[src/rtl/ddr_arb_pkg.sv]
// Shared encodings and default timing constants for the DDR arbiter.
// Included by ddr_refresh_timer and ddr_arbiter.
package ddr_arb_pkg;

    typedef enum logic [1:0] {
        OP_NONE    = 2'b00,
        OP_READ    = 2'b01,
        OP_WRITE   = 2'b10,
        OP_REFRESH = 2'b11
    } ddr_op_e;

    typedef enum logic [1:0] {
        ST_IDLE  = 2'd0,
        ST_ISSUE = 2'd1,
        ST_WAIT  = 2'd2
    } arb_state_e;

    localparam int DATA_W               = 32;
    localparam int DEF_ADDR_W           = 24;
    localparam int DEF_REFRESH_INTERVAL = 1040;  // 7.8 us at 133 MHz
    localparam int DEF_MAX_PENDING      = 8;
    localparam int DEF_URGENT_THRESH    = 6;
    localparam int DEF_STARVE_LIMIT     = 4;

endpackage

[src/rtl/ddr_refresh_timer.sv]
// Auto-refresh interval timer with a saturating count of postponed refreshes
// and a sticky overflow flag. The timer only runs while init_done is high.
module ddr_refresh_timer
    import ddr_arb_pkg::*;
#(
    parameter int INTERVAL      = DEF_REFRESH_INTERVAL,
    parameter int MAX_PENDING   = DEF_MAX_PENDING,
    parameter int URGENT_THRESH = DEF_URGENT_THRESH,
    localparam int CNT_W        = $clog2(INTERVAL),
    localparam int PEND_W       = $clog2(MAX_PENDING + 1)
) (
    input  logic              clk133_p,
    input  logic              rst,
    input  logic              init_done,
    input  logic              refresh_accepted,
    output logic [PEND_W-1:0] pending,
    output logic              urgent,
    output logic              overflow
);

    logic [CNT_W-1:0]  cnt_q, cnt_d;
    logic [PEND_W-1:0] pending_q, pending_d;
    logic              overflow_q, overflow_d;
    logic              tick;

    always_comb begin
        tick       = init_done && (cnt_q == CNT_W'(INTERVAL - 1));
        cnt_d      = cnt_q;
        pending_d  = pending_q;
        overflow_d = overflow_q;
        if (init_done) begin
            cnt_d = tick ? '0 : cnt_q + 1'b1;
        end
        // A tick and an accepted refresh in the same cycle cancel out.
        if (tick && !refresh_accepted) begin
            if (pending_q == PEND_W'(MAX_PENDING)) begin
                overflow_d = 1'b1;
            end else begin
                pending_d = pending_q + 1'b1;
            end
        end else if (refresh_accepted && !tick && pending_q != '0) begin
            pending_d = pending_q - 1'b1;
        end
    end

    always_ff @(posedge clk133_p or posedge rst) begin
        if (rst) begin
            cnt_q      <= '0;
            pending_q  <= '0;
            overflow_q <= 1'b0;
        end else begin
            cnt_q      <= cnt_d;
            pending_q  <= pending_d;
            overflow_q <= overflow_d;
        end
    end

    assign pending  = pending_q;
    assign urgent   = (pending_q >= PEND_W'(URGENT_THRESH));
    assign overflow = overflow_q;

endmodule

[src/rtl/ddr_arbiter.sv]
// Arbitrates display reads, draw writes and auto-refresh onto one DDR command
// engine, one transaction at a time. Define DDR_ARB_STATS_EN for stat_* counters.
module ddr_arbiter
    import ddr_arb_pkg::*;
#(
    parameter int ADDR_W           = DEF_ADDR_W,
    parameter int REFRESH_INTERVAL = DEF_REFRESH_INTERVAL,
    parameter int MAX_PENDING      = DEF_MAX_PENDING,
    parameter int URGENT_THRESH    = DEF_URGENT_THRESH,
    parameter int STARVE_LIMIT     = DEF_STARVE_LIMIT
) (
    input  logic              clk133_p,
    input  logic              rst,
    input  logic              init_done,
    input  logic              rd_req,
    input  logic [ADDR_W-1:0] rd_addr,
    output logic              rd_gnt,
    output logic              rd_valid,
    output logic [DATA_W-1:0] rd_data,
    input  logic              wr_req,
    input  logic [ADDR_W-1:0] wr_addr,
    input  logic [DATA_W-1:0] wr_data,
    output logic              wr_gnt,
    output logic              ctl_cmd_valid,
    input  logic              ctl_cmd_ready,
    output logic [1:0]        ctl_op,
    output logic [ADDR_W-1:0] ctl_addr,
    output logic [DATA_W-1:0] ctl_wdata,
    input  logic              ctl_done,
    input  logic [DATA_W-1:0] ctl_rdata,
`ifdef DDR_ARB_STATS_EN
    output logic [31:0]       stat_reads,
    output logic [31:0]       stat_writes,
    output logic [31:0]       stat_refreshes,
    output logic [15:0]       stat_max_wait,
`endif
    output logic              refresh_overflow
);

    localparam int PEND_W = $clog2(MAX_PENDING + 1);
    localparam int STV_W  = $clog2(STARVE_LIMIT + 1);

    arb_state_e        state_q;
    ddr_op_e           ctl_op_q;
    ddr_op_e           pick_op;
    logic              ctl_cmd_valid_q;
    logic [ADDR_W-1:0] ctl_addr_q;
    logic [DATA_W-1:0] ctl_wdata_q;
    logic              rd_gnt_q, wr_gnt_q, rd_valid_q;
    logic [DATA_W-1:0] rd_data_q;
    logic [STV_W-1:0]  starve_q;
    logic [PEND_W-1:0] pending;
    logic              urgent;
    logic              overflow;
    logic              refresh_accepted;

    assign refresh_accepted = (state_q == ST_ISSUE) && ctl_cmd_valid_q &&
                              ctl_cmd_ready && (ctl_op_q == OP_REFRESH);

    ddr_refresh_timer #(
        .INTERVAL      (REFRESH_INTERVAL),
        .MAX_PENDING   (MAX_PENDING),
        .URGENT_THRESH (URGENT_THRESH)
    ) u_timer (
        .clk133_p         (clk133_p),
        .rst              (rst),
        .init_done        (init_done),
        .refresh_accepted (refresh_accepted),
        .pending          (pending),
        .urgent           (urgent),
        .overflow         (overflow)
    );

    // Fixed priority: urgent refresh, starved write, read, write, lazy refresh.
    always_comb begin
        pick_op = OP_NONE;
        if (state_q == ST_IDLE && init_done) begin
            if (urgent)                                              pick_op = OP_REFRESH;
            else if (starve_q == STV_W'(STARVE_LIMIT) && wr_req)     pick_op = OP_WRITE;
            else if (rd_req)                                         pick_op = OP_READ;
            else if (wr_req)                                         pick_op = OP_WRITE;
            else if (pending != '0)                                  pick_op = OP_REFRESH;
        end
    end

    always_ff @(posedge clk133_p or posedge rst) begin
        if (rst) begin
            state_q         <= ST_IDLE;
            ctl_op_q        <= OP_NONE;
            ctl_cmd_valid_q <= 1'b0;
            ctl_addr_q      <= '0;
            ctl_wdata_q     <= '0;
            rd_gnt_q        <= 1'b0;
            wr_gnt_q        <= 1'b0;
            rd_valid_q      <= 1'b0;
            rd_data_q       <= '0;
            starve_q        <= '0;
        end else begin
            rd_gnt_q   <= 1'b0;
            wr_gnt_q   <= 1'b0;
            rd_valid_q <= 1'b0;
            case (state_q)
                ST_IDLE: begin
                    if (pick_op != OP_NONE) begin
                        state_q         <= ST_ISSUE;
                        ctl_cmd_valid_q <= 1'b1;
                        ctl_op_q        <= pick_op;
                        ctl_addr_q      <= (pick_op == OP_READ)  ? rd_addr :
                                           (pick_op == OP_WRITE) ? wr_addr : '0;
                        ctl_wdata_q     <= (pick_op == OP_WRITE) ? wr_data : '0;
                        // Grant lands on the first ISSUE cycle.
                        rd_gnt_q        <= (pick_op == OP_READ);
                        wr_gnt_q        <= (pick_op == OP_WRITE);
                        if (pick_op == OP_READ) begin
                            if (!wr_req)
                                starve_q <= '0;
                            else if (starve_q != STV_W'(STARVE_LIMIT))
                                starve_q <= starve_q + 1'b1;
                        end else if (pick_op == OP_WRITE) begin
                            starve_q <= '0;
                        end
                    end
                end
                ST_ISSUE: begin
                    if (ctl_cmd_ready) begin
                        ctl_cmd_valid_q <= 1'b0;
                        state_q         <= ST_WAIT;
                    end
                end
                ST_WAIT: begin
                    if (ctl_done) begin
                        state_q <= ST_IDLE;
                        if (ctl_op_q == OP_READ) begin
                            rd_valid_q <= 1'b1;
                            rd_data_q  <= ctl_rdata;
                        end
                    end
                end
                default: state_q <= ST_IDLE;
            endcase
        end
    end

    assign rd_gnt           = rd_gnt_q;
    assign wr_gnt           = wr_gnt_q;
    assign rd_valid         = rd_valid_q;
    assign rd_data          = rd_data_q;
    assign ctl_cmd_valid    = ctl_cmd_valid_q;
    assign ctl_op           = ctl_op_q;
    assign ctl_addr         = ctl_addr_q;
    assign ctl_wdata        = ctl_wdata_q;
    assign refresh_overflow = overflow;

`ifdef DDR_ARB_STATS_EN
    logic [31:0] stat_reads_q, stat_writes_q, stat_refreshes_q;
    logic [15:0] wait_cnt_q, stat_max_wait_q;
    logic        cmd_accepted;

    assign cmd_accepted = (state_q == ST_ISSUE) && ctl_cmd_ready;

    always_ff @(posedge clk133_p or posedge rst) begin
        if (rst) begin
            stat_reads_q     <= '0;
            stat_writes_q    <= '0;
            stat_refreshes_q <= '0;
            wait_cnt_q       <= '0;
            stat_max_wait_q  <= '0;
        end else begin
            if (cmd_accepted && ctl_op_q == OP_READ && stat_reads_q != '1)
                stat_reads_q <= stat_reads_q + 1'b1;
            if (cmd_accepted && ctl_op_q == OP_WRITE && stat_writes_q != '1)
                stat_writes_q <= stat_writes_q + 1'b1;
            if (cmd_accepted && ctl_op_q == OP_REFRESH && stat_refreshes_q != '1)
                stat_refreshes_q <= stat_refreshes_q + 1'b1;
            // wait_cnt_q holds the cycles rd_req was high before this grant.
            if (rd_gnt_q) begin
                wait_cnt_q <= '0;
                if (wait_cnt_q > stat_max_wait_q)
                    stat_max_wait_q <= wait_cnt_q;
            end else if (rd_req && wait_cnt_q != '1) begin
                wait_cnt_q <= wait_cnt_q + 1'b1;
            end
        end
    end

    assign stat_reads     = stat_reads_q;
    assign stat_writes    = stat_writes_q;
    assign stat_refreshes = stat_refreshes_q;
    assign stat_max_wait  = stat_max_wait_q;
`endif

endmodule
[config.mk]
export PLATFORM = sky130hd
export DESIGN_NAME = ddr_arbiter
export DESIGN_NICKNAME = d
export VERILOG_FILES = /design/src/rtl/ddr_arb_pkg.sv /design/src/rtl/ddr_refresh_timer.sv /design/src/rtl/ddr_arbiter.sv
export SDC_FILE = /design/constraint.sdc
export NUM_CORES = 1
export LEC_CHECK = 0
export BUFFER_PORTS_ARGS = -buffer_cell sky130_fd_sc_hd__buf_4
export CORE_ASPECT_RATIO = 1.5
export CORE_MARGIN = 3
export CORE_UTILIZATION = 35
export CTS_BUF_LIST = sky130_fd_sc_hd__clkbuf_16
export CTS_CLUSTER_DIAMETER = 40
export DETAILED_ROUTE_END_ITERATION = 12
export GPL_TIMING_DRIVEN = 0
export PLACE_DENSITY_LB_ADDON = 0.12
export SLEW_MARGIN = 5
export SYNTH_ARGS = -nofsm -noshare
export SYNTH_HDL_FRONTEND = slang
export SYNTH_HIERARCHICAL = 1
export SYNTH_SLANG_ARGS = --single-unit
[constraint.sdc]
create_clock -name clk133_p -period 3.9 [get_ports clk133_p]
set_input_delay 0.39 -clock clk133_p [delete_from_list [all_inputs] [get_ports clk133_p]]
set_output_delay 0.39 -clock clk133_p [all_outputs]
set_load 0.01 [all_outputs]
# After elaboration in Yosys (flattened, before gate mapping)
# Index checks and enable logic that the tools add are counted.
[classes]
n_lt_le_gt_ge = 1
n_eq_ne = 15
n_addsub = 4
n_mux = 31
n_reduce_logical = 24
[op_table]
columns = ["op", "count"]
rows = [
  ["two-way mux 24 bit", 2],
  ["two-way mux 32 bit", 1],
  ["two-way mux 2 bit", 9],
  ["two-way mux 3 bit", 4],
  ["two-way mux 4 bit", 3],
  ["adder 11 x 1 -> 11 bit (second input constant)", 1],
  ["== test 11 bit (second input constant)", 1],
  ["two-way mux 11 bit", 1],
  ["logical AND 1 bit", 9],
  ["two-way mux 1 bit", 9],
  ["AND reduction 3 bit", 3],
  ["nonzero test 2 bit", 4],
  ["== test 2 x 1 -> 1 bit (second input constant)", 3],
  ["== test 2 bit (second input constant)", 3],
  ["!= test 2 bit (second input constant)", 3],
  ["case mux 2 bit (3 select lines)", 1],
  ["AND reduction 2 bit", 3],
  ["adder 4 x 1 -> 4 bit (second input constant)", 1],
  ["== test 4 bit (second input constant)", 1],
  [">= comparator 4 x 3 -> 1 bit (second input constant)", 1],
  ["AND reduction 4 bit", 1],
  ["nonzero test 4 bit", 1],
  ["subtractor 4 x 1 -> 4 bit (second input constant)", 1],
  ["adder 3 x 1 -> 3 bit (second input constant)", 1],
  ["other kinds (7)", 8],
]
[totals]
out_inout_bits = 95
reg_bits = 115
inputBits = 119
wordCells = 88

# Depth between registers and ports, before layout
# Gate-level depths: netlist (run 1).
[depth]
ltp_word = 10
depth_mapped = 12

# By module
# Netlist (run 1), hierarchy kept.
[by_module_without_submodules]
columns = ["module", "instances", "area_per_inst_um2", "seq_area_each_um2", "cells_each"]
rows = [
  ["ddr_arbiter", 1, 4210.3, 2477.4, 384],
  ["ddr_refresh_timer", 1, 964.7, 400.4, 96],
]

# Worst setup path before layout (run 1)
# Ideal clock, no wire load.
[synth_path]
kind = "reg2reg"
startpoint = "reg u_timer.cnt_q[5]"
endpoint = "reg u_timer.pending_q[3], in the netlist u_timer/pending[3]"
arrival_time_ns = 2.803
setup_slack_ns = 1.003
stages_incl_launch_ff = 9
synth_period_minus_slack_ns = 2.897
required_time_ns = 3.806
setup_ns = 0.094
path_cell_list = "dfrtp_1 > or4b_4 > nor4_4 > nand2_1 > ha_1 > a21o_1 > a2111oi_0 > mux2i_1 > a211oi_1"
[synth_via]
elab_chain_len = 7
[synth_lines]
columns = ["element", "line", "rtl"]
rows = [
  ["from (decl)", "ddr_refresh_timer.sv:21", "logic [CNT_W-1:0] cnt_q, cnt_d;"],
  ["from (signal assigned)", "ddr_refresh_timer.sv:52", "cnt_q <= cnt_d;"],
  ["== test 11 bit (*)", "ddr_refresh_timer.sv:27", "tick = init_done && (cnt_q == CNT_W'(INTERVAL - 1));"],
  ["logical AND 1 bit (*)", "ddr_refresh_timer.sv:27", ""],
  ["zero test 1 bit", "ddr_refresh_timer.sv:41", "end else if (refresh_accepted && !tick && pending_q != '0) begin"],
  ["logical AND 1 bit (2 in series)", "ddr_refresh_timer.sv:41", ""],
  ["nonzero test 2 bit (no line)", "--", ""],
  ["AND reduction 2 bit (no line)", "--", ""],
  ["to (signal assigned)", "ddr_refresh_timer.sv:53", "pending_q <= pending_d;"],
  ["to (decl)", "ddr_refresh_timer.sv:22", "logic [PEND_W-1:0] pending_q, pending_d;"],
]
# Every way passes the cells marked *; elsewhere a longest branch is shown, timed or not.
# A chain may end at the register's enable or synchronous reset.

# Final worst setup path (run 1)
[layout_path]
startpoint = "reg u_timer.pending_q[1], in the netlist u_timer/pending[1]"
endpoint = "reg ctl_addr_q[13], in the netlist ctl_addr[13]"
[layout_via]
elab_chain_len = 10
[layout_lines]
columns = ["element", "line", "rtl"]
rows = [
  ["nonzero test 4 bit", "ddr_arbiter.sv:82", "else if (pending != '0) pick_op = OP_REFRESH;"],
  ["two-way mux 2 bit", "ddr_arbiter.sv:82", ""],
  ["two-way mux 2 bit", "ddr_arbiter.sv:81", "else if (wr_req) pick_op = OP_WRITE;"],
  ["two-way mux 2 bit", "ddr_arbiter.sv:80", "else if (rd_req) pick_op = OP_READ;"],
  ["two-way mux 2 bit", "ddr_arbiter.sv:79", "else if (starve_q == STV_W'(STARVE_LIMIT) && wr_req) pick_op = OP_WRITE;"],
  ["two-way mux 2 bit (*)", "ddr_arbiter.sv:78", "if (urgent) pick_op = OP_REFRESH;"],
  ["two-way mux 2 bit (*)", "ddr_arbiter.sv:77", "if (state_q == ST_IDLE && init_done) begin"],
  ["== test 2 bit", "ddr_arbiter.sv:109", "(pick_op == OP_WRITE) ? wr_addr : '0;"],
  ["two-way mux 24 bit", "ddr_arbiter.sv:109", ""],
  ["two-way mux 24 bit", "ddr_arbiter.sv:108", "ctl_addr_q <= (pick_op == OP_READ) ? rd_addr :"],
  ["to (signal assigned)", "ddr_arbiter.sv:108", ""],
  ["to (decl)", "ddr_arbiter.sv:47", "logic [ADDR_W-1:0] ctl_addr_q;"],
]
# Marked as above.

==> flow_metrics.tcl, run 1 <==
set metrics [dict create \
    status "finished clean" \
    drcViolationCount 0 \
    cp-start-kind "flop" \
    wire_per_inst_um 16.7 \
    cp_max_fo 10 \
    crit_arrival_ps 3620 \
    layoutNonFillerInstCount 917 \
    p_leak_nw 3.93 \
    final_max_slew_viol_count 0 \
    cts_htree_levels 4 \
    synthDistinctLibCells 50 \
    clk_pin_slew_worst_paths_ps 50 \
    gp_congestion 0.829 \
    drt_iter0_drc 188 \
    syn-num-nets 609 \
    dpl.cell_count 886 \
    drt-total-wl_mm 15.3 \
    io_buffer_count 213 \
    cap_viol_max_count 0 \
    drt-vias-per-instance 4.90 \
    clockBufferDepth 2 \
    finalNetCount 842 \
    synth-compound-area-share_pct 8.82 \
    path_buf_inv 2 \
    grt_pass1_wl_mm 23.9 \
    layout_commonest_cell "buf_4" \
    regArea_um2 2880 \
    cts_tree "built" \
    core_um2 14300 \
    num_io_pins 214 \
    crit_family "simple AND/OR/NAND/NOR gates" \
    end_kind "flop" \
    syn_inst 480 \
    tightestPinTransition_ps 681 \
    yosys.area_share.adder_pct 2.56 \
    hp-class "input port to asynchronous set/reset pin" \
    fp.dieH_um 155 \
    synthMuxAreaShare_pct 8.63 \
    synth-seq-cells 115 \
    final_hold_viol_count 0 \
    die_w_um 105 \
    use_met1_pct 20.7 \
    cpMaxStageDelayCell "or4_1" \
    multi_input_area_um2 2080 \
    area_delta_synth_final_pct 47.6 \
    p_per_area_nw_per_um2 784 \
    relSlewSlack_pct 54.2 \
    synth-seq-area-share_pct 55.6 \
    syn_area_per_cell_um2 10.8 \
    cts_resized 0 \
    path_cells "or4_1 > a221oi_1 > or2_2 > ha_1 > buf_2 > nor2b_1 > clkbuf_1 > a221oi_1 > nor2_1" \
    min_period_ps 3290 \
    cts_root_buf "clkbuf_16" \
    dr_total_vias 4497 \
    synth-xor-area-share_pct 1.69 \
    grtUsageMet3_pct 4.86 \
    post-cts-setup-buffers 0 \
    rows 53 \
    grt_use_met2_pct 32.8 \
    dp_hpwl_mm 11.6 \
    post-route-util_pct 53.6 \
    synth_top_family_by_area "simple AND/OR/NAND/NOR gates" \
    hold_buffers 0 \
    required_ps 4230 \
    finalClockSkew_ps 7.89 \
    netlist_area_um2 5170 \
    yosysWarnings 6 \
    dieArea_um2 16300 \
    gr-total-overflow 0 \
    first_global_vias 4583 \
    clock_latency_ps 400 \
    fillers 1307 \
    top_usage_layer "met2" \
    finalCritPeriodShare_pct 84.4 \
    diodes 0 \
    ant_nets 0 \
    fmax_mhz 304 \
    cts_buffers 17 \
    clock_sinks 115 \
    finalSetupViolations 0 \
    final_cell_mix "214 x buf_4, 115 x dfrtp_1, 79 x nand2_1, 59 x nor2_1, 38 x nand3_1" \
    antenna_found_initial 0 \
    firstDrtPassIters 4 \
    yosys.area_share.simple_pct 18.5 \
    cpMostUsedCell "a221oi_1" \
    rsz0062_at_grt "no" \
    max_stage_delay_ps 570 \
    grt_max_degree 68 \
    ir_worst_vdd_mv 0.287 \
    start_util_pct 36.3 \
    track_usage_pct 18.6 \
    path_class "flop to flop" \
    drive_gt1_share_pct 42.2 \
]
## per-stage QoR
stage | setup TNS, ps | setup WS [ps] | power (W) | hold slack, ps | cell area [µm²]
after floorplan | 0 | 920 | 0.00329 | 304 | 5170
after global placement | -30100 | -318 | 0.00438 | 453 | 7010
after detailed placement | 0 | 598 | 0.00446 | 456 | 7040
after CTS | 0 | 558 | 0.00607 | 18.4 | 7640
after global routing | 0 | 191 | 0.00638 | 37.1 | 7640
final | 0 | 607 | 0.00599 | 11.9 | 7640
## power breakdown
part	switching (W)	total [W]	internal [W]
clock	0.000527	0.00158	0.00105
combinational	0.00130	0.00243	0.00114
sequential	0.000304	0.00198	0.00168
total	0.00213	0.00599	0.00386
## flip-flops by register name (all words and copies together), names as in the netlist
signal            flops
rd_data              32
rd_gnt                1
ctl_op                2
u_timer/cnt_q        11
rd_valid              1
u_timer/pending       4
ctl_addr             24
wr_gnt                1
state_q               2
starve_q              3
u_timer/overflow      1
ctl_wdata            32
ctl_cmd_valid         1
## path summary, 6_finish.rpt
path	from	endpoint	slack [ps]	depth (start not counted)
max reg2reg	u_timer/pending[1]	ctl_addr[13]	610	9
min reg2reg	ctl_wdata[26]	ctl_wdata[26]	470	2
max	u_timer/pending[1]	ctl_addr[13]	610	9
max in group asynchronous	rst	ctl_wdata[14]	3200	3
min in group clk133_p	ctl_cmd_ready	state_q[0]	180	2
min	rst	ctl_addr[1]	10	2
## routing by layer
metal / part of all wire [%] / vias up / wire, µm
li1: - / 2138 / -
met1: 38 / 2149 / 5770
met2: 53 / 179 / 8110
met3: 6.1 / 31 / 924
met4: 3.0 / 0 / 464
met5: 0 / - / 0
## synth_stat cells (all sizes together)
cell type | n | area [µm²]
or4b | 1 | 13.8
and3 | 2 | 12.5
dfrtp | 115 | 2880
o31ai | 1 | 7.51
o221a | 1 | 11.3
inv | 11 | 41.3
nand2b | 2 | 12.5
nand3 | 38 | 190
xnor2 | 5 | 43.8
a31oi | 5 | 31.3
clkbuf | 13 | 48.8
or3 | 2 | 12.5
nor2 | 60 | 228
and4 | 1 | 8.76
nor3 | 4 | 25.0
nor4 | 2 | 27.5
nor2b | 2 | 12.5
o21bai | 2 | 15.0
xor2 | 5 | 43.8
fa | 1 | 20.0
buf | 16 | 126
nand2 | 79 | 297
or4 | 3 | 26.3
nand4b | 1 | 8.76
a31o | 1 | 8.76
a2111oi | 1 | 8.76
ha | 9 | 113
mux2 | 34 | 387
nand3b | 1 | 7.51
o22ai | 2 | 12.5
and2 | 3 | 18.8
nor3b | 1 | 12.5
o211a | 1 | 10.0
o21ai | 5 | 25.0
or2 | 2 | 12.5
a21oi | 8 | 40.0
mux2i | 6 | 60.1
a221oi | 24 | 241
a211oi | 2 | 15.0
a311oi | 1 | 15.0
nand4 | 5 | 31.3
a21o | 2 | 15.0
## logic make-up after synthesis
family                     count (synthesis)
AOI/OAI and AO/OA                         56
xor gates and xnor gates                  10
adders and majority gates                 10
buffers and inverters                     40
DFF                                      115
muxes                                     40
and+or+nand+nor                          209
## area by class of cell
cell class / count / area share (%)
Sequential cell: 115 / 37.7
Timing Repair Buffer: 214 / 21.3
Clock buffer: 17 / 5.57
Clock inverter: 14 / 2.21
Inverter: 11 / 0.573
Multi-Input combinational cell: 325 / 27.2
Buffer: 29 / 2.29
Tap cell: 192 / 3.14
(Power assumes the default switching activity.)
==> run 2: changes to the inputs <==
--- a/config.mk
+++ b/config.mk
@@ -5,6 +5,7 @@
 export SDC_FILE = /design/constraint.sdc
 export NUM_CORES = 1
 export LEC_CHECK = 0
+export ABC_AREA = 1
 export BUFFER_PORTS_ARGS = -buffer_cell sky130_fd_sc_hd__buf_4
 export CORE_ASPECT_RATIO = 1.5
 export CORE_MARGIN = 3
==> constraint.sdc (replaced) <==
create_clock -name clk133_p -period 3.04 [get_ports clk133_p]
set_input_delay 0.304 -clock clk133_p [delete_from_list [all_inputs] [get_ports clk133_p]]
set_output_delay 0.304 -clock clk133_p [all_outputs]
set_load 0.01 [all_outputs]
==> flow_metrics.tcl, run 2 <==
set metrics [dict create \
    status "finished clean" \
    gp_congestion 0.835 \
    clk_pin_slew_worst_paths_ps 60 \
    post-route-util_pct 52.4 \
    yosysWarnings 6 \
    path_cells "inv_1 > ha_1 > nand3_1 > nand2_1 > nand3_1 > nand2_1 > inv_1 > ha_1 > buf_4 > inv_1 > buf_2 > nand3_1 > a31oi_2" \
    area_delta_synth_final_pct 46.2 \
    rows 55 \
    pre_cts_slack_ps 711 \
    die_w_um 107 \
    finalNetCount 969 \
    regArea_um2 2880 \
    cts_resized 0 \
    drt_iter0_drc 241 \
    r2r_slack_ps 680 \
    diodes 0 \
    drt-vias-per-instance 4.67 \
    num_io_pins 214 \
    firstDrtPassIters 4 \
    cts_htree_levels 4 \
    netlist_top_cells_count "230 x nand2_1, 115 x dfrtp_1, 72 x nand3_1" \
    start_util_pct 35.8 \
    antenna_found_initial 0 \
    min_path_cells 3 \
    cp_max_fo 10 \
    finalCritPeriodShare_pct 77.5 \
    drcViolationCount 0 \
    ir_worst_vdd_mv 0.364 \
    hold_end "rd_data[6]" \
    fillers 1433 \
    r2r_cells 13 \
    netlist_area_um2 5400 \
    crit_arrival_ps 2680 \
    core_um2 15100 \
    cts_buffers 17 \
    final_hold_viol_count 0 \
    ant_nets 0 \
    dr_total_vias 4914 \
    relSlewSlack_pct 56.5 \
    layoutNonFillerInstCount 1052 \
    dieArea_um2 17000 \
    p_leak_nw 4.17 \
    grt_pass1_wl_mm 24.9 \
    drt-total-wl_mm 16.1 \
    wire_per_inst_um 15.3 \
    first_global_vias 4754 \
    path_class "flop to flop" \
    track_usage_pct 18.9 \
    cpMaxStageDelayCell "dfrtp_1" \
    max_stage_delay_ps 400 \
    crit_family "buffers and inverters" \
    dp_hpwl_mm 12.3 \
    synth_top_area_share_pct 53.3 \
    fp.dieH_um 158 \
    cts_tree "built" \
    design_area_um2 7890 \
    synth-main-ff-cell "dfrtp_1" \
    synth-async-reset-ratio_pct 100 \
    setup_slack_ps 684 \
    fmax_mhz 424 \
    p_per_area_nw_per_um2 1010 \
    rsz0062_at_grt "no" \
    min_period_ps 2360 \
    final_max_slew_viol_count 0 \
    clockBufferDepth 2 \
    finalClockSkew_ps 8.20 \
    end_kind "flop" \
    synth-seq-area-share_pct 53.3 \
    synthDistinctLibCells 32 \
    yosys-top-cells-area "dfrtp_1 53%, nand2_1 16%, nand3_1 6.7%, a31oi_2 4.4%, nor2_1 2.4%" \
    io_buffer_count 213 \
    min_from "ctl_rdata[6]" \
    power_w 0.00797 \
    syn_area_per_cell_um2 8.91 \
    gr-total-overflow 0 \
    dpl.cell_count 1019 \
    cp-start-kind "flop" \
    cts_root_buf "clkbuf_16" \
    final_cell_mix "230 x nand2_1, 218 x buf_4, 115 x dfrtp_1, 72 x nand3_1, 34 x nor2_1" \
    clock_sinks 115 \
    yosysMostFrequentCell "nand2_1" \
    layout_commonest_cell "nand2_1" \
    required_ps 3360 \
    cap_viol_max_count 0 \
    drive_gt1_share_pct 37.2 \
    hp-class "input port to flop" \
    syn-num-nets 735 \
    path_buf_inv 5 \
    placed_area_um2 7280 \
    grt_max_degree 58 \
    worstReg2RegEnd "ctl_addr[10]" \
    multi_input_area_um2 2150 \
    synth-seq-cells 115 \
    synth-edff-count 0 \
    syn_inst 606 \
    clock_latency_ps 410 \
    synth_top_area_cell "dfrtp_1" \
    tightestPinTransition_ps 653 \
    finalSetupViolations 0 \
    reg2reg_from "starve_q[0]" \
]
## run 2: kinds of logic (layout without fill, tap and decap cells)
family / after synthesis / count (layout) / synth area share [%]
simple gates: 365 / 365 / 29.6
xor+xnor: 7 / 7 / 1.14
buf+inv: 69 / 316 / 6.82
compound gates: 40 / 40 / 6.63
flops: 115 / 115 / 53.3
fa+ha+maj: 10 / 10 / 2.46
## run 2: worst max-delay path by stage
stage | startpoint | to | slack, ps | cells after the start
2_1_floorplan | rst | ctl_addr[0] | 150 | 1
6_report | starve_q[0] | ctl_addr[10] | 680 | 13
3_5_place_dp | starve_q[0] | ctl_addr[10] | 710 | 13
3_3_place_gp | rst | rd_data[7] | -1160 | 2
4_1_cts | starve_q[0] | ctl_addr[10] | 690 | 13
5_1_grt | u_timer/pending[1] | ctl_wdata[27] | 430 | 13
## run 2: through the flow
step / hold slack (ps) / setup TNS (ps)
after floorplan: 218 / 0
after global placement: 431 / -114720
after detailed placement: 427 / 0
after CTS: 72.8 / 0
after global routing: 89.6 / 0
final: 90.9 / 0
## run 2: worst reg2reg max path, stage by stage, from the launching register on
cell and delay (ps):
dfrtp_1 400, inv_1 90, ha_1 170, nand3_1 100
nand2_1 70, nand3_1 100, nand2_1 120, inv_1 80
ha_1 200, buf_4 160, inv_1 190, buf_2 280
nand3_1 120, a31oi_2 200
## run 2: timing repair
item / 4_1_cts / 5_1_grt
endpoints found under the hold margin: 38 / 0
hold buffers: 1 / 0
buffers inserted: 0 / 0
## run 2: layout make-up
type,instances,share of cell area (%)
Clock buffer,17,5.39
Multi-Input combinational cell,422,27.3
Tap cell,199,3.15
Inverter,39,1.89
Clock inverter,15,2.31
Buffer,30,2.81
Sequential cell,115,36.5
Timing Repair Buffer,215,20.7
## run 2: routing by layer
| metal | up-vias | GRT usage (%) | share of wire [%] |
|---|---|---|---|
| met5 | - | 0 | 0 |
| met4 | 0 | 6.92 | 2.0 |
| met3 | 20 | 4.24 | 5.8 |
| met2 | 161 | 34.0 | 53 |
| met1 | 2323 | 21.9 | 39 |
| li1 | 2410 | - | - |
## run 2: power by group
group / internal (W) / total, W / switching, W / leakage [nW]
Clock: 0.00130 / 0.00204 / 0.000744 / 0.297
Combinational: 0.00153 / 0.00333 / 0.00180 / 2.40
Sequential: 0.00217 / 0.00260 / 0.000427 / 1.47
==> run 3: changes to the inputs <==
==> constraint.sdc (replaced) <==
create_clock -name clk133_p -period 2.07 [get_ports clk133_p]
set_input_delay 0.207 -clock clk133_p [delete_from_list [all_inputs] [get_ports clk133_p]]
set_output_delay 0.207 -clock clk133_p [all_outputs]
set_load 0.01 [all_outputs]
==> flow_metrics.tcl, run 3 (synthesis results as in run 2) <==
set metrics [dict create \
    num_io_pins 214 \
    min_period_ps 1970 \
    fp.dieH_um 158 \
    dr_total_vias 5178 \
    drive_gt1_share_pct 42.1 \
    cts_tree "built" \
    cts_buffers 17 \
    r2r_cells 13 \
    cts_htree_levels 4 \
    p_leak_nw 4.40 \
    pwr-share-seq_pct 32.0 \
    rows 55 \
    final_hold_viol_count 0 \
    min_from "ctl_rdata[4]" \
    relSlewSlack_pct 57.4 \
    path_class "flop to flop" \
    grt_max_degree 42 \
    drt_iter0_drc 251 \
    final_max_slew_viol_count 0 \
    path_cells "inv_2 > ha_4 > nand3_2 > nand2_1 > nand3_2 > nand2_2 > inv_2 > ha_2 > buf_6 > clkinvlp_4 > buf_6 > nand3_1 > a31oi_1" \
    io_buffer_count 213 \
    gp_congestion 0.785 \
    p_int_w 0.00753 \
    ir_worst_vdd_mv 0.593 \
    final_cell_mix "237 x buf_4, 226 x nand2_1, 107 x dfrtp_1, 65 x nand3_1, 30 x nor2_1" \
    area_delta_synth_final_pct 57.0 \
    ant_nets 0 \
    finalSetupViolations 0 \
    drt-vias-per-instance 4.70 \
    reg2reg_from "starve_q[1]" \
    max_stage_delay_ps 380 \
    switching_power_w 0.00446 \
    finalCritPeriodShare_pct 95.3 \
    track_usage_pct 19.7 \
    hold_end "rd_data[4]" \
    required_ps 2390 \
    clk_pin_slew_worst_paths_ps 60 \
    tightestPinTransition_ps 639 \
    fillers 1407 \
    worstReg2RegEnd "ctl_addr[7]" \
    status "finished clean" \
    r2r_slack_ps 100 \
    diodes 0 \
    crit_arrival_ps 2290 \
    end_kind "flop" \
    core_um2 15100 \
    grt_pass1_wl_mm 26.2 \
    p_per_area_nw_per_um2 1420 \
    clkPwrFrac_pct 23.3 \
    cts_root_buf "clkbuf_16" \
    post-route-util_pct 56.2 \
    layout_commonest_cell "buf_4" \
    hp-class "input port to flop" \
    dp_hpwl_mm 12.4 \
    clock_latency_ps 400 \
    firstDrtPassIters 4 \
    finalNetCount 1019 \
    antenna_found_initial 0 \
    gr-total-overflow 0 \
    min_path_cells 3 \
    cpMaxStageDelayCell "dfrtp_1" \
    finalClockSkew_ps 9.02 \
    first_global_vias 5326 \
    cp_max_fo 6 \
    cp-start-kind "flop" \
    clock_sinks 115 \
    swShare_pct 37.2 \
    setup_slack_ps 97.4 \
    wire_per_inst_um 15.3 \
    clockBufferDepth 2 \
    drcViolationCount 0 \
    fmax_mhz 507 \
    p_comb_share_pct 44.7 \
    start_util_pct 35.8 \
    die_w_um 107 \
    drt-total-wl_mm 16.9 \
    cap_viol_max_count 0 \
    pre_cts_slack_ps -220 \
    dieArea_um2 17000 \
]
-- run 3: changes by cell type in the layout (fill, tap and decap cells not counted), sizes merged --
cell         change
dlygate4sd3     +27
bufinv           -1
inv              -5
clkinvlp         +4
clkinv           +2
buf             +23
-- run 3: area by class of cell --
class,count,area (µm²),area share (%)
Clock inverter,15,141,1.67
Timing Repair Buffer,265,2100,24.7
Inverter,39,154,1.82
Sequential cell,115,2890,34.1
Buffer,30,273,3.22
Multi-Input combinational cell,422,2250,26.5
Tap cell,199,249,2.94
Clock buffer,17,425,5.02
-- run 3: worst max path at each step --
stage / from / to / slack [ps] / cells after the start
finish: starve_q[1] / ctl_addr[7] / 100 / 13
global route: state_q[1] / ctl_wdata[2] / -20 / 14
CTS: starve_q[1] / ctl_addr[12] / 0.02 / 13
detailed placement: starve_q[0] / ctl_addr[9] / -220 / 13
global placement: starve_q[0] / ctl_addr[12] / -210 / 13
floorplan: starve_q[0] / ctl_addr[10] / 130 / 13
-- run 3: repair_timing --
action / in CTS / in global routing
setup buffers: 3 / 17
pin swaps: 3 / 13
hold endpoints to repair: 64 / 0
gates resized for setup: 30 / 33
setup endpoints to repair: 56 / 64
gates cloned: 2 / 0
hold buffers: 28 / 0
-- run 3: stage by stage --
stage / power, W / instance area, µm² / hold slack, ps / std cells / setup TNS (ps)
after floorplan: 0.00658 / 5400 / 121 / 606 / 0
after global placement: 0.00867 / 7250 / 349 / 1018 / -8430
after detailed placement: 0.00882 / 7290 / 310 / 1020 / -7930
after CTS: 0.0119 / 8260 / 1.26 / 1085 / 0
after global routing: 0.0129 / 8470 / 7.77 / 1102 / -121
final: 0.0120 / 8470 / 15.9 / 1102 / 0
-- run 3: power by group through the flow --
stage | combinational, W | sequential, W | clock, W
5_1_grt | 0.00592 | 0.00395 | 0.00298
3_5_place_dp | 0.00497 | 0.00385 | 0
3_3_place_gp | 0.00486 | 0.00381 | 0
6_report | 0.00536 | 0.00383 | 0.00280
2_1_floorplan | 0.00244 | 0.00414 | 0
4_1_cts | 0.00520 | 0.00383 | 0.00286
-- run 3: critical path: cells and delay by family, from the launching register on --
| kind | cells | cell delay [ps] |
|---|---|---|
| flops | 1 | 380 |
| simple gates | 5 | 430 |
| buf+inv | 5 | 580 |
| compound gates | 1 | 190 |
| fa+ha+maj | 2 | 310 |
-- run 3: layer usage --
| metal | vias up | routed length (µm) | GRT usage, % |
|---|---|---|---|
| met1 | 2472 | 6320 | 21.9 |
| met5 | - | 0 | 0 |
| li1 | 2515 | - | - |
| met4 | 0 | 565 | 8.30 |
| met3 | 36 | 906 | 4.41 |
| met2 | 155 | 9080 | 36.0 |
